===== src/rtl/counter_ctrl_pkg.sv =====
// Shared state encodings and constants for the run/pause/lap/clear sequencer.
package counter_ctrl_pkg;

    typedef enum logic [1:0] {
        IDLE    = 2'd0,
        RUNNING = 2'd1,
        LAP     = 2'd2,
        PAUSED  = 2'd3
    } run_state_t;

    localparam logic [3:0] LAP_MAX = 4'd15;

    // The prescaler only advances while the counter is live (running or lap-frozen display).
    function automatic logic is_counting(input run_state_t s);
        return (s == RUNNING) || (s == LAP);
    endfunction

endpackage


===== src/rtl/edge_pulse.sv =====
// Registered rising-edge detector: one pulse per press, a held key yields a single event.
module edge_pulse (
    input  logic clock,
    input  logic reset,
    input  logic level,
    output logic pulse
);

    logic level_d;

    always_ff @(posedge clock) begin
        if (reset) begin
            level_d <= 1'b0;
        end else begin
            level_d <= level;
        end
    end

    assign pulse = level & ~level_d;

endmodule


===== src/rtl/counter_run_controller.sv =====
// Run/pause/lap/clear sequencer: turns key presses into count-enable ticks, counter clears
// and a lap-frozen display value for the 16-bit counter feeding the hex digits.
module counter_run_controller
    import counter_ctrl_pkg::*;
#(
    parameter int TICK_DIV = 50000,
    parameter int PW       = 16
) (
    input  logic        clock,
    input  logic        reset,
    input  logic        key_start,
    input  logic        key_lap,
    input  logic        key_clear,
    input  logic [15:0] q,
    output logic        toggle,
    output logic        counter_clr,
    output logic [15:0] disp_value,
    output logic [1:0]  state,
    output logic [3:0]  lap_cnt,
    output logic        wrapped
);

    localparam logic [PW-1:0] TICK_LAST = PW'(TICK_DIV - 1);

    logic          start_p;
    logic          lap_p;
    logic          clear_p;
    logic          start_evt;
    logic          lap_evt;
    logic          clear_acc;
    logic [PW-1:0] prescaler;
    logic [15:0]   lap_reg;
    run_state_t    cur_state;

    edge_pulse u_start_edge (.clock(clock), .reset(reset), .level(key_start), .pulse(start_p));
    edge_pulse u_lap_edge   (.clock(clock), .reset(reset), .level(key_lap),   .pulse(lap_p));
    edge_pulse u_clear_edge (.clock(clock), .reset(reset), .level(key_clear), .pulse(clear_p));

    // Coinciding presses resolve as clear > start > lap; the losers are simply dropped.
    assign start_evt = start_p & ~clear_p;
    assign lap_evt   = lap_p & ~clear_p & ~start_p;
    assign clear_acc = clear_p & ((cur_state == IDLE) || (cur_state == PAUSED));

    always_ff @(posedge clock) begin
        if (reset) begin
            cur_state   <= IDLE;
            prescaler   <= '0;
            toggle      <= 1'b0;
            counter_clr <= 1'b1;
            disp_value  <= '0;
            lap_cnt     <= '0;
            wrapped     <= 1'b0;
            lap_reg     <= '0;
        end else begin
            toggle      <= 1'b0;
            counter_clr <= 1'b0;
            disp_value  <= (cur_state == LAP) ? lap_reg : q;

            if (is_counting(cur_state)) begin
                if (prescaler == TICK_LAST) begin
                    toggle    <= 1'b1;
                    prescaler <= '0;
                end else begin
                    prescaler <= prescaler + 1'b1;
                end
            end

            if (toggle && (q == 16'hFFFF)) begin
                wrapped <= 1'b1;
            end

            unique case (cur_state)
                IDLE: begin
                    if (start_evt) cur_state <= RUNNING;
                end
                RUNNING: begin
                    if (start_evt) begin
                        cur_state <= PAUSED;
                    end else if (lap_evt) begin
                        cur_state <= LAP;
                        lap_reg   <= q;
                        if (lap_cnt != LAP_MAX) lap_cnt <= lap_cnt + 4'd1;
                    end
                end
                LAP: begin
                    if (start_evt)    cur_state <= PAUSED;
                    else if (lap_evt) cur_state <= RUNNING;
                end
                PAUSED: begin
                    if (start_evt) cur_state <= RUNNING;
                end
            endcase

            // A clear overrides everything above, including a same-cycle wrap or tick.
            if (clear_acc) begin
                cur_state   <= IDLE;
                counter_clr <= 1'b1;
                prescaler   <= '0;
                lap_cnt     <= '0;
                wrapped     <= 1'b0;
            end
        end
    end

    assign state = cur_state;

endmodule

===== config.mk =====
export PLATFORM = sky130hd
export DESIGN_NAME = counter_run_controller
export DESIGN_NICKNAME = d
export VERILOG_FILES = /design/src/rtl/counter_ctrl_pkg.sv /design/src/rtl/edge_pulse.sv /design/src/rtl/counter_run_controller.sv
export SDC_FILE = /design/constraint.sdc
export NUM_CORES = 1
export LEC_CHECK = 0
export BUFFER_PORTS_ARGS = -buffer_cell sky130_fd_sc_hd__buf_4
export CORE_MARGIN = 1.5
export CORE_UTILIZATION = 55
export CTS_CLUSTER_DIAMETER = 100
export DETAILED_ROUTE_END_ITERATION = 12
export PLACE_DENSITY = 0.79
export SLEW_MARGIN = 30
export SYNTH_ARGS = -nofsm -noshare
export SYNTH_HDL_FRONTEND = slang
export SYNTH_SLANG_ARGS = --single-unit

===== constraint.sdc =====
create_clock -name clock -period 2.2 [get_ports clock]
set_clock_uncertainty 0.1 [all_clocks]
set_input_delay 0.22 -clock clock [delete_from_list [all_inputs] [get_ports clock]]
set_output_delay 0.22 -clock clock [all_outputs]
set_load 0.005 [all_outputs]

Word-level counts from Yosys, hierarchy flattened

Index checks and enable logic that the tools add are counted.
W data, S select, Z words.

Register bits: 60
Bits of input ports: 21
Output and inout port bits: 25
Logic and storage cells: 56

$add $sub $neg: 2
Equal/unequal tests: 9
Mux-type cells: 10
Bitwise operators: 14
Reduce and logical (&&, ||, !) cells: 10

Operator list:

| kind                    | count |
|---|---|
| $eq A16 B16 Y1 const B  | 2 |
| $mux W16                | 2 |
| $add A16 B1 Y16 const B | 1 |
| $mux W2                 | 5 |
| $and A1 B1 Y1           | 7 |
| $not A1 Y1              | 7 |
| $ne A3 B3 Y1 const B    | 2 |
| $pmux W2 S3             | 1 |
| $reduce_and A3 Y1       | 2 |
| $reduce_or A2 Y1        | 3 |
| $add A4 B1 Y4 const B   | 1 |
| $eq A2 B2 Y1 const B    | 2 |
| $ne A4 B4 Y1 const B    | 1 |
| $reduce_and A4 Y1       | 1 |
| $eq A2 B1 Y1 const B    | 1 |
| $logic_not A2 Y1        | 1 |
| $logic_or A1 B1 Y1      | 2 |
| $mux W1                 | 2 |
| $ne A2 B1 Y1 const B    | 1 |
| $logic_and A1 B1 Y1     | 1 |

Logic depth before layout (Yosys ltp)

Depth after elaboration: 8
Depth in mapped cells: 7
Gate-level depth less buffers: 6

Hierarchy

From an unflattened synthesis, not the netlist that was laid out.

Cell total of the unflattened synthesis: 263
Area total of the unflattened synthesis: 2448.6 um^2

Modules (own cells, without submodules):

| module                 | times used | cells an instance | area each (um^2) | sequential area each (um^2) |
|---|---|---|---|---|
| counter_run_controller | 1          | 254               | 2306.0           | 1141.1 |
| edge_pulse             | 3          | 3                 | 47.5             | 20.0 |

Worst setup path before layout

Ideal clock, no wire load.

Path kind: flip-flop to flip-flop
From: register cur_state[0] (netlist: state[0])
To: register prescaler[15]
Setup time: 116 ps
Arrival: 1519 ps
Data required time: 1984 ps
Path slack: 466 ps
Stages on the path, launching flop included: 8
Buffers on the path: 1
Clock period less this slack: 1734 ps
Cells stage by stage: dfxtp_1 > inv_1 > ha_1 > buf_6 > nand4b_4 > nor4_4 > xnor2_1 > nor2_1

Longest elaborated chain between the ends: 4
Elaborated cells between the ends (all ways): 8
Classes of those cells: 3 x eq/ne; 1 x bitwise; 4 x reduce/logical

RTL lines:

| item                                             | line                         | text |
|---|---|---|
| start: declaration                               | counter_run_controller.sv:33 | `run_state_t cur_state;` |
| start signal: assignment                         | counter_run_controller.sv:46 | `cur_state <= IDLE;` |
| start signal: assignment                         | counter_run_controller.sv:74 | `if (start_evt) cur_state <= RUNNING;` |
| start signal: assignment                         | counter_run_controller.sv:78 | `cur_state <= PAUSED;` |
| $eq A2 B2 Y1 or $logic_not A2 Y1 (tied branches) | counter_run_controller.sv:42 | `assign clear_acc = clear_p & ((cur_state == IDLE) \|\| (cur_state == PAUSED));` |
| $logic_or A1 B1 Y1                               | counter_run_controller.sv:42 |  |
| $and A1 B1 Y1                                    | counter_run_controller.sv:42 |  |
| $reduce_or A2 Y1 (no source line)                | -                            |  |
| end signal: assignment                           | counter_run_controller.sv:64 | `prescaler <= prescaler + 1'b1;` |
| end: declaration                                 | counter_run_controller.sv:31 | `logic [PW-1:0] prescaler;` |

Several ways; a longest one is shown, not always the timed one.
A chain may end at the register's enable or synchronous reset.

Worst setup path in the final report

From: register cur_state[0] (netlist: state[0])
To: register prescaler[4]

The elaborated chain is that of the path after synthesis.

==> flow_summary.yaml <==
placement:
  pre_cts_slack_ns: 0.215
  dp.final_hpwl_um: 3350
  place.gp.congestion: 0.838
  portBuffers: 45
routing:
  via_count: 1867
  drt-total-wl_um: 4800
  drt_iter0_drc: 50
  viasPerCell: 5.29
  dr.pass1.iters: 4
  wl_per_cell_um: 13.6
  drc: 0
  ant_nets: 0
final_layout:
  drive_gt1_frac: 0.249
  area_growth_pct: 21.3
  fill_cells: 349
  fin_nets: 321
  antenna_cells: 0
sta:
  maxSlewViolCount: 0
  setup_violations: 0
  worstMarginPinSlew_ns: 0.398
  tns_ns: 0
  period_needed_ns: 1.99
  fin_crit_sh: 0.906
  timing.final.ws_setup_ns: 0.207
  grt_setup_unrepaired: "no"
  max_slew_margin: 0.732
  hold_viol_final: 0
  fmax_ghz: 0.502
min_path:
  hold_path_class: "primary input to register"
  min_path_cells: 2
clock_tree:
  clock_latency_ns: 0.33
  cts_resized: 0
  clk_pin_slew_worst_paths_ns: 0.06
  clock_sinks: 60
  postCtsHoldBufs: 0
  clockBufferDepth: 2
  cts_made_buffers: 9
  htreeDepth: 3
  post_cts_buffers: 0
  cts_root_buf: "clkbuf_8"
  cts_tree: "done"
synth:
  yosysSeqAreaShare: 0.474
  synth_flop_cell: "dfxtp_1"
  synth_nets: 273
  ys_seq_elements: 60
  syn_avg_cell_area_um2: 10.2
  ys_warn_count: 0
  synth_edf_count: 0
  synth_area_mm2: 0.00253
  synth_cells: 248
  async_reset_ff_frac: 0
  yosys.cell_types.count: 45
critical_path:
  endpoint: "prescaler[4]"
  cp.required_ns: 2.31
  criticalPathCategory: "register to register"
  r2r_start: "state[0]"
  arrival_ns: 2.10
  startpoint: "state[0]"
  reg2reg_to: "prescaler[4]"
  ff2ff_path_depth: 6
  ff2ff_setup_slack_ns: 0.21
  cp_max_fo: 15
  endpoint_kind: "register"
  cp-start-kind: "register"
floorplan:
  start_util: 0.578
  die_area_mm2: 0.00502
  die_x_um: 70.9
  rows: 24
  core_mm2: 0.00438
  boundaryPins: 46
  fp.dieH_um: 70.9
grt:
  grt_pass1_vias: 1757
  grt_max_degree: 38
  overflow: 0
  grtUsageTotal: 0.201
  antenna_found_initial: 0
  grt_pass1_wl_um: 7940
power:
  power.total_mw: 2.41
  p_leak_nw: 1.37
  p_per_area_mw_per_mm2: 783
  ir_drop_mv: 0.365
run_status:
  status: "completed"
flow_run:
  max_cap_viol_count: 0
## per-stage QoR
stage           util  cells  hold slack (ns)  cell area (um^2)
2_1_floorplan      -    248            0.248              2530
3_3_place_gp   0.659    337            0.342              2890
3_5_place_dp   0.659    337            0.349              2890
4_1_cts        0.701    353          0.00108              3070
5_1_grt        0.701    353           0.0153              3070
6_report       0.701    353           0.0118              3070
## worst min-delay path by stage
stage          slack, ns       from                   end
6_report            0.01  key_start  u_start_edge.level_d
3_3_place_gp        0.34    key_lap    u_lap_edge.level_d
4_1_cts            0.001  key_start  u_start_edge.level_d
2_1_floorplan       0.25  key_clear  u_clear_edge.level_d
5_1_grt             0.02    key_lap    u_lap_edge.level_d
3_5_place_dp        0.35  key_start  u_start_edge.level_d
## cell usage after synthesis, types with 2 or more instances
cell	instances	area, um^2
o21ai_0	2	10.0
nand4_1	5	31.3
a21oi_1	2	10.0
nor2_1	54	203
buf_6	2	22.5
nor4_2	4	50.1
and4b_1	2	20.0
o311a_1	2	20.0
dfxtp_1	60	1200
nand2b_1	3	18.8
xor2_1	2	17.5
ha_1	4	50.1
inv_1	7	26.3
or3_1	2	12.5
clkbuf_1	3	11.3
nor2b_1	5	31.3
o31ai_1	2	15.0
nand2_1	6	22.5
xnor2_1	13	114
nor3_1	4	20.0
nand3_1	4	20.0
nand4_2	2	25.0
mux2i_1	33	330
buf_4	2	15.0
nor4b_1	2	17.5
buf_2	2	10.0
## layout make-up
class                           count  area [um^2]  share of cell area
Sequential cell                    60         1200               0.391
Clock buffer                       11          131              0.0428
Tap cell                           52         65.1              0.0212
Multi-Input combinational cell    171         1240               0.404
Inverter                            7         26.3             0.00855
Clock inverter                      5         52.6              0.0171
Timing Repair Buffer               47          353               0.115
## logic make-up (layout without fill, tap and decap cells)
logic type	after synthesis	count (layout)	share of synthesized area
AND/OR/NAND/NOR	103	103	0.242
flip-flops	60	60	0.474
buffers and inverters	17	70	0.0351
AO/OA/AOI/OAI	16	16	0.0469
adder cells (fa/ha/maj)	4	4	0.0198
multiplexers	33	33	0.130
XOR/XNOR	15	15	0.0519
## metal layers
metal  track usage  share of wire
met5             0              0
met4         0.113          0.023
met3        0.0399          0.037
met2         0.318           0.47
met1         0.256           0.47
## power breakdown
part	internal [mW]	total, mW	switching (mW)
clock	0.517	0.930	0.413
sequential	1.14	1.16	0.0286
combinational	0.157	0.311	0.153
## cell usage in the layout (no fill, tap or decap), types with 3 or more instances in the layout
cell type / Yosys / routed
dfxtp_1: 60 / 60
nor2_1: 54 / 54
buf_4: 2 / 47
mux2i_1: 33 / 33
xnor2_1: 13 / 13
clkbuf_8: 0 / 9
inv_1: 7 / 7
nand2_1: 6 / 6
nor2b_1: 5 / 5
nand4_1: 5 / 5
nor4_2: 4 / 4
nand3_1: 4 / 4
nor3_1: 4 / 4
ha_1: 4 / 4
nand2b_1: 3 / 3
clkinv_2: 0 / 3
## worst max-delay path, stage by stage, from the launching register on
cell     delay (ns)
dfxtp_1        0.38
inv_1          0.08
ha_1           0.45
and4b_1        0.35
nand4_1        0.14
nand2_2        0.28
nor2_1         0.09
(Power assumes the default switching activity.)
